<file path="src/rtl/fht_loader_pkg.sv">
// Shared types and helpers for the FHT frame loader: FSM state encoding, ack guard length, bit reversal.
package fht_loader_pkg;

  typedef enum logic [1:0] {LOAD, START, WAIT_ACK, WAIT_DONE} state_t;

  localparam int ACK_TIMEOUT = 4;

  // Reverses the low 'width' bits of value; bits above width come back as 0.
  function automatic logic [31:0] bitrev(input logic [31:0] value, input int width);
    logic [31:0] r;
    logic [4:0]  src;
    r = '0;
    for (int i = 0; i < 32; i++) begin
      if (i < width) begin
        src  = 5'(width - 1 - i);
        r[i] = value[src];
      end
    end
    return r;
  endfunction

endpackage

</file>
<file path="src/rtl/fht_bank_addr_gen.sv">
// Maps a frame sample index to a one-hot bank enable and an in-bank word address.
// Purely combinational, no latency; no flow control.
module fht_bank_addr_gen
  import fht_loader_pkg::*;
#(
  parameter int N_BANK    = 4,
  parameter int BANK_SIZE = 256,
  parameter int BANK_REV  = 1,
  localparam int A_BIT    = $clog2(BANK_SIZE),
  localparam int B_BIT    = $clog2(N_BANK)
) (
  input  logic [A_BIT+B_BIT-1:0] k,
  output logic [N_BANK-1:0]      we,
  output logic [A_BIT-1:0]       addr
);

  logic [B_BIT-1:0] idx;
  logic [B_BIT-1:0] bank;

  always_comb begin
    idx  = k[A_BIT +: B_BIT];
    bank = (BANK_REV != 0) ? B_BIT'(bitrev(32'(idx), B_BIT)) : idx;
    addr = k[A_BIT-1:0];
    we       = '0;
    we[bank] = 1'b1;
  end

endmodule

</file>
<file path="src/rtl/fht_frame_loader.sv">
// ADC-to-FHT frame loader; optional dropped-sample counter under FHT_LOADER_DROP_CNT_EN.
// RAM writes registered 1 cycle after accept; oREADY low from frame end until the FHT core reports done.
module fht_frame_loader
  import fht_loader_pkg::*;
#(
  parameter int D_BIT     = 16,
  parameter int N_BANK    = 4,
  parameter int BANK_SIZE = 256,
  parameter int BANK_REV  = 1,
  localparam int A_BIT    = $clog2(BANK_SIZE),
  localparam int B_BIT    = $clog2(N_BANK)
) (
  input  logic               iCLK,
  input  logic               iRESET,
  input  logic               iVALID,
  input  logic [D_BIT-2:0]   iDATA,
  output logic               oREADY,
  output logic [D_BIT-1:0]   oDATA,
  output logic [A_BIT-1:0]   oADDR_WR,
  output logic [N_BANK-1:0]  oWE,
  output logic               oSTART,
  input  logic               iRDY,
  output logic               oBUSY
`ifdef FHT_LOADER_DROP_CNT_EN
  ,
  output logic [15:0]        oDROP_CNT
`endif
);

  localparam int K_BIT = A_BIT + B_BIT;
  localparam logic [K_BIT-1:0] K_LAST = K_BIT'(N_BANK * BANK_SIZE - 1);

  state_t            state;
  state_t            state_nxt;
  logic [K_BIT-1:0]  k;
  logic [2:0]        ack_cnt;
  logic              accept;
  logic [N_BANK-1:0] we_map;
  logic [A_BIT-1:0]  addr_map;

  fht_bank_addr_gen #(
    .N_BANK    (N_BANK),
    .BANK_SIZE (BANK_SIZE),
    .BANK_REV  (BANK_REV)
  ) u_addr_gen (
    .k    (k),
    .we   (we_map),
    .addr (addr_map)
  );

  always_comb begin
    state_nxt = state;
    oREADY    = 1'b0;
    case (state)
      LOAD: begin
        oREADY = 1'b1;
        if (iVALID && (k == K_LAST)) state_nxt = START;
      end
      START:     state_nxt = WAIT_ACK;
      // A core that never drops iRDY still gets its start honoured after the guard interval.
      WAIT_ACK:  if (!iRDY || (ack_cnt == 3'(ACK_TIMEOUT - 1))) state_nxt = WAIT_DONE;
      WAIT_DONE: if (iRDY) state_nxt = LOAD;
      default:   state_nxt = LOAD;
    endcase
  end

  assign accept = iVALID & oREADY;

  always_ff @(posedge iCLK) begin
    if (iRESET) begin
      state    <= LOAD;
      k        <= '0;
      ack_cnt  <= '0;
      oDATA    <= '0;
      oADDR_WR <= '0;
      oWE      <= '0;
      oSTART   <= 1'b0;
      oBUSY    <= 1'b0;
    end else begin
      state   <= state_nxt;
      oWE     <= '0;
      oSTART  <= (state == START);
      ack_cnt <= (state == WAIT_ACK) ? ack_cnt + 3'd1 : 3'd0;
      if (accept) begin
        oDATA    <= {iDATA[D_BIT-2], iDATA};
        oADDR_WR <= addr_map;
        oWE      <= we_map;
        k        <= (k == K_LAST) ? '0 : k + 1'b1;
        oBUSY    <= 1'b1;
      end
      if ((state == WAIT_DONE) && iRDY) oBUSY <= 1'b0;
    end
  end

`ifdef FHT_LOADER_DROP_CNT_EN
  always_ff @(posedge iCLK) begin
    if (iRESET) begin
      oDROP_CNT <= '0;
    end else if (iVALID && !oREADY && (oDROP_CNT != 16'hFFFF)) begin
      oDROP_CNT <= oDROP_CNT + 16'd1;
    end
  end
`endif

endmodule

</file>
<file path="config.mk">
export PLATFORM = sky130hd
export DESIGN_NAME = fht_frame_loader
export DESIGN_NICKNAME = d
export VERILOG_FILES = /design/src/rtl/fht_loader_pkg.sv /design/src/rtl/fht_bank_addr_gen.sv /design/src/rtl/fht_frame_loader.sv
export SDC_FILE = /design/constraint.sdc
export NUM_CORES = 1
export LEC_CHECK = 0
export CAP_MARGIN = 15
export CORE_ASPECT_RATIO = 1.2
export CORE_MARGIN = 3
export CORE_UTILIZATION = 45
export CTS_CLUSTER_DIAMETER = 100
export DETAILED_ROUTE_END_ITERATION = 6
export HOLD_SLACK_MARGIN = 0.12
export PLACE_DENSITY = 0.76
export REMOVE_ABC_BUFFERS = 1
export SLEW_MARGIN = 20
export SYNTH_ARGS = -nofsm -noshare
export SYNTH_HDL_FRONTEND = slang
export SYNTH_HIERARCHICAL = 1
export SYNTH_SLANG_ARGS = --single-unit
</file>
<file path="constraint.sdc">
create_clock -name iCLK -period 2.55 [get_ports iCLK]
set_input_delay 0.255 -clock iCLK [delete_from_list [all_inputs] [get_ports iCLK]]
set_output_delay 0.255 -clock iCLK [all_outputs]
set_load 0.02 [all_outputs]
</file>
==> metrics.txt, run 1 <==
status completed; clk sinks 44; CTS Hold Buffers Added 0; CP Capture Type output pin; worst hold start ack_cnt[0]; post-synthesis register bit count 44; achievable clock frequency roughly 520 MHz; antenna fix cells 0; Worst Clk Skew 0.001973 ns; Avg Vias per Cell 4.821; layout cells sized above 1 0.1055; via count between 1000 and 1500; Post-CTS Setup Bufs 0; post-cts sizing count 0; Post-synth EDFFs 0; Routability Congestion 0.7999; worst-path maximum fanout 7; Worst Setup Start Kind flip-flop; dpl ws 0.6269 ns; CTS root buf clkbuf_8; Synth async-reset ratio 0; Critical Path AT about 1.7 ns; Hold Path End ack_cnt[0]; sequential area share after synthesis 0.4848; P&R area growth vs syn 33.82%; Fin Setup TNS 0 ns; R2R Path End oADDR_WR[0]; Post-Syn Area roughly 1800 µm²; critical-path cell list inv_1, ha_1, clkdlybuf4s50_1; CTS tree yes; DPL Wire Length 2.866 mm; first-pass GRT wire length approximately 6.3 mm; top-count cell post-synth nand2_1; Syn Area/Cell 8.651 µm²; slowest CP cell clkdlybuf4s50_1; total I/O pin count 50; WP data required 2.30 ns; Leakage 0.9474 nW; Most used DFF post-synth dfxtp_1; critical path type reg2out; most frequent cells after synthesis nand2_1 (51), dfxtp_1 (44), a21oi_1 (26), nor2_1 (13), buf_4 (9); post-synth top area share 0.4848; Die Span X 64 µm; GRT Overall Usage 0.1661; Final Max Slew Viols 0; R2R depth 6; Hold Fails Final Rpt 0; Initial Util 0.4840; crit path time final 1.939 ns; Post-route DRC 0; Total Wirelength 3.858 mm; CTS max path bufs 2; Die Y 75.60 µm; Synth area leader dfxtp_1; Routed Antenna Nets 0; Wirelength per Cell roughly 13 µm; Worst-Margin Slew 0.6467 ns; Reg2Reg Setup Slack around 0.64 ns; P per Cell Area 571.6 nW/µm²; Hold Crit Depth 1; CTS H-tree lvls 2; Hold Crit Class reg2reg; Final setup violation count 0; crit share post-route 0.7606; worst skew pair latency a little under 0.3 ns; antenna violations before repair 0; Clock transition at path regs 0.08 ns; drt first pass iters 4; dpl cells 300; First DRT Iteration DRCs 87; synth unique cells 34; Setup WS post-layout 0.6105 ns; Slew HR 0.5675; Worst VDD drop 0.3488 mV; synthesized instance count 210; top post-synthesis cells by area dfxtp_1 (48%), nand2_1 (11%), a21oi_1 (7.2%); FP Rows 24; Final Core Density 0.6477; crit-path max cell delay 0.65 ns; Yosys Warn Count 6; core area 3754 µm²; die area 4838 µm²; GR Overflow Total 0; maxcap violations 0; CTS Buf Count 5; largest net degree at the start of global routing 32; nets around 280; reg-to-reg critical path startpoint state[0]; Post-Layout Cell Count 308; port buffer count 49; vias in the first global route roughly 1500; RSZ-0062 raised after global routing false
cell families after synthesis:
kind of cell               Yosys count  synth area share
and+or+nand+nor                     93            0.2493
DFF                                 44            0.4848
AOI/OAI and AO/OA                   35            0.1129
buffers and inverters               24           0.07024
adders and majority gates            7           0.04821
xor gates and xnor gates             6           0.02893
muxes                                1          0.005510
per-stage QoR:
stage	total power, mW	area (µm²)	hold slack, ns
finish	1.390	2431	0.4253
global route	1.445	2431	0.4470
CTS	1.404	2431	0.4286
detailed placement	0.8871	2323	0.4169
global placement	0.8843	2323	0.4127
floorplan	0.7914	1708	0.3212
flip-flops by register name, summed over array words and instances, names as in the netlist:
signal / count
oDATA: 15
k: 10
oADDR_WR: 8
oWE: 4
ack_cnt: 3
state: 2
oBUSY: 1
oSTART: 1
placed cells by master, fill, tap and decap left out, drive strengths merged, types with 3 or more instances in the layout:
master,n
and3,4
nand4,5
clkdlybuf4s50,49
nor3b,4
inv,5
nand2b,4
buf,8
xor2,6
clkbuf,6
ha,7
nor2,13
nand2,51
nand3,3
a21oi,26
dfxtp,44
worst max-delay path: cells and delay by family (launching register included):
family                     cells  cell delay [ns]
buffers and inverters          2             0.76
DFF                            1             0.34
adders and majority gates      1             0.29
routing by layer:
layer / share of wire / wire length [µm] / vias to the layer above / global-route usage
li1: - / - / 781 / -
met1: 0.41 / 1580 / 670 / 0.1758
met2: 0.54 / 2070 / 27 / 0.3134
met3: 0.034 / 133 / 7 / 0.03687
met4: 0.019 / 74 / 0 / 0.08153
met5: 0 / 0 / - / 0
worst max-delay path by stage:
stage,start,cells past startpoint,slack (ns),end
CTS,state[0],3,0.61,oREADY
finish,state[0],3,0.61,oREADY
global placement,iVALID,5,0.69,oADDR_WR[0]
global route,state[0],6,0.45,oDATA[6]
detailed placement,iVALID,5,0.63,oADDR_WR[0]
floorplan,state[0],5,0.50,k[4]
cell type report:
class                           instances  area [µm²]
Clock buffer                            6       72.57
Clock inverter                          2       35.03
Fill cell                             325        1323
Inverter                                5       18.77
Multi-Input combinational cell        142       808.3
Sequential cell                        44       880.8
Tap cell                               52       65.06
Timing Repair Buffer                   57       550.5
report_power, final:
part	internal, mW	switching [mW]	leakage [nW]	total (mW)
Clock	0.291	0.229	0.0552	0.520
Sequential	0.706	0.0136	0.358	0.719
Combinational	0.0760	0.0742	0.534	0.150
Total	1.07	0.317	0.947	1.39
Power figures use the tool's default switching activity.
==> inputs of run 2 (changes only) <==
CORE_UTILIZATION = 42   (was 45)
PLACE_DENSITY = 0.74   (was 0.76)
clock period = 1.75 ns   (was 2.55 ns; I/O delays follow)
==> metrics.txt, run 2 (synthesis results as in run 1) <==
Hold Crit Class in2reg; Final setup violation count 0 (unchanged); CP delay by family, top compound AO/OA/AOI/OAI gates; DPL Wire Length 2.456 mm (-14%); WP data required 1.95 ns (-0.35 ns); total I/O pin count 50 (unchanged); antenna fix cells 0 (unchanged); CTS H-tree lvls 2 (unchanged); Die Span X 66.04 µm (+3.2%); Worst Clk Skew 0.006697 ns (+0.004724 ns); Worst VDD drop 0.5043 mV (+45%); worst hold start iDATA[2]; RSZ-0062 raised after global routing false; Clock transition at path regs 0.08 ns (about the same); Leakage 0.9675 nW (+2.1%); via count 1494 (+0.61%); Slew HR 0.7912 (+0.2236); Reg2Reg Setup Slack 0.14 ns (-0.50 ns); R2R Path End state[0]; CP Capture Type flip-flop; CTS Buf Count 5 (unchanged); worst-path maximum fanout 4 (-3); Wirelength per Cell 11.37 µm (-9.2%); P per Cell Area 814.5 nW/µm² (+42%); crit path time final between 1.5 and 2 ns; FP Rows 25 (+4.2%); Largest register FFs 15 (unchanged); GR Overflow Total 0 (unchanged); Routed Antenna Nets 0 (unchanged); First DRT Iteration DRCs 98 (+13%); first-pass GRT wire length 6.210 mm (-0.88%); nets 283 (+0.71%); fillers 371 (+14%); Hold Path End oDATA[2]; CTS max path bufs 2 (unchanged); layout cells sized above 1 0.1124 (+0.006934); status completed; die area 5154 µm² (+6.5%); achievable clock frequency 620.0 MHz; GRT Overall Usage 0.1499 (-0.01626); most frequent cells in the layout nand2_1 (51), clkdlybuf4s50_1 (48), dfxtp_1 (44); maxcap violations 0 (unchanged); dpl ws 0.1538 ns (-0.4732 ns); post-route cell area 2472 µm² (+1.7%); Critical path buffers and inverters 0 (-2); Hold Fails Final Rpt 0 (unchanged); P&R area growth vs syn 36.09%; Final Max Slew Viols 0 (unchanged); CTS root buf clkbuf_8; Setup WS post-layout 0.1371 ns (-0.4735 ns); Initial Util 0.4468 (-0.03723); core area 4066 µm² (+8.3%); biggest regs oDATA x15, k x10, oADDR_WR x8; dpl cell area 2366 µm² (+1.8%); R2R depth 5 (-1); CTS tree yes; drt first pass iters 4 (unchanged); critical path type reg2reg; critical-path cell list ha_1, and3_4, nand4_2, a221o_2, a221oi_2; slowest CP cell a221o_2; port buffer count 49 (unchanged); Hold Crit Depth 3 (+2); antenna violations before repair 0 (unchanged); Critical Path AT 1.82 ns (+0.14 ns); Total Wirelength 3.548 mm (-8.0%); largest net degree at the start of global routing 42 (+31%); Die Y 78.05 µm (+3.2%); Most flops, register oDATA; worst skew pair latency 0.29 ns (about the same); crit share post-route 0.9217; Post-route DRC 0 (unchanged); Worst Setup Start Kind flip-flop; reg-to-reg critical path startpoint k[0]; commonest non-fill, non-tap cell in the layout nand2_1; crit-path max cell delay 0.39 ns (-0.26 ns); Avg Vias per Cell 4.788 (-0.68%); Worst-Margin Slew 0.3132 ns (-0.3334 ns); Routability Congestion 0.7881 (-1.5%); vias in the first global route 1434 (-2.4%); clk sinks 44 (unchanged)
==> run 2: per-layer routing <==
layer,wire length [µm],up-vias,GRT usage,part of all wire
met3,138,4,0.03577,0.039
li1,-,778,-,-
met2,1752,34,0.2477,0.49
met1,1623,678,0.1936,0.46
met4,33,0,0.04268,0.0093
met5,0,-,0,0
==> run 2: worst max-delay path by stage <==
stage / endpoint / startpoint / cells past startpoint / slack [ns]
floorplan: k[4] / state[0] / 5 / -0.30
global placement: state[0] / iRDY / 5 / 0.19
detailed placement: state[0] / k[0] / 5 / 0.15
CTS: state[0] / k[0] / 5 / 0.14
global route: k[3] / state[1] / 7 / 0.04
finish: state[0] / k[0] / 5 / 0.14
==> run 2: per-stage QoR <==
step                hold WS [ns]    util  power (mW)  cells  TNS (ns)
global route              0.4252  0.6080       2.096    312         0
finish                    0.4261  0.6080       2.014    312         0
detailed placement        0.4229  0.5818       1.297    304         0
global placement          0.4077  0.5818       1.295    304         0
floorplan                 0.2412       -       1.153    191   -0.9293
CTS                       0.4185  0.6080       2.040    312         0
==> run 2: layout make-up <==
| cell class | instances | area [µm²] | share of cell area |
|---|---|---|---|
| clock inverters | 2 | 35.03 | 0.01417 |
| repair buffers | 59 | 589.3 | 0.2384 |
| clock buffers | 6 | 72.57 | 0.02935 |
| flip-flops and latches | 44 | 880.8 | 0.3563 |
| well taps | 54 | 67.56 | 0.02733 |
| inverters | 5 | 18.77 | 0.007591 |
| multi-input cells | 142 | 808.3 | 0.3269 |
==> run 2: repair_timing <==
action                     4_1_cts  5_1_grt
setup buffers                    0        0
setup endpoints to repair        1        0
hold buffers                     0        0
resized for setup                1        0
==> run 2: worst register-to-register path, delay by kind of cell, from the launching register on <==
kind            cells  cell delay [ns]
compound gates      2             0.66
fa+ha+maj           1             0.18
flops               1             0.34
simple gates        2             0.36
==> run 2: report_power, final <==
group          internal, mW  leakage, nW  switching [mW]
sequential             1.03        0.358          0.0136
combinational         0.116        0.554           0.112
clock                 0.423       0.0552           0.319
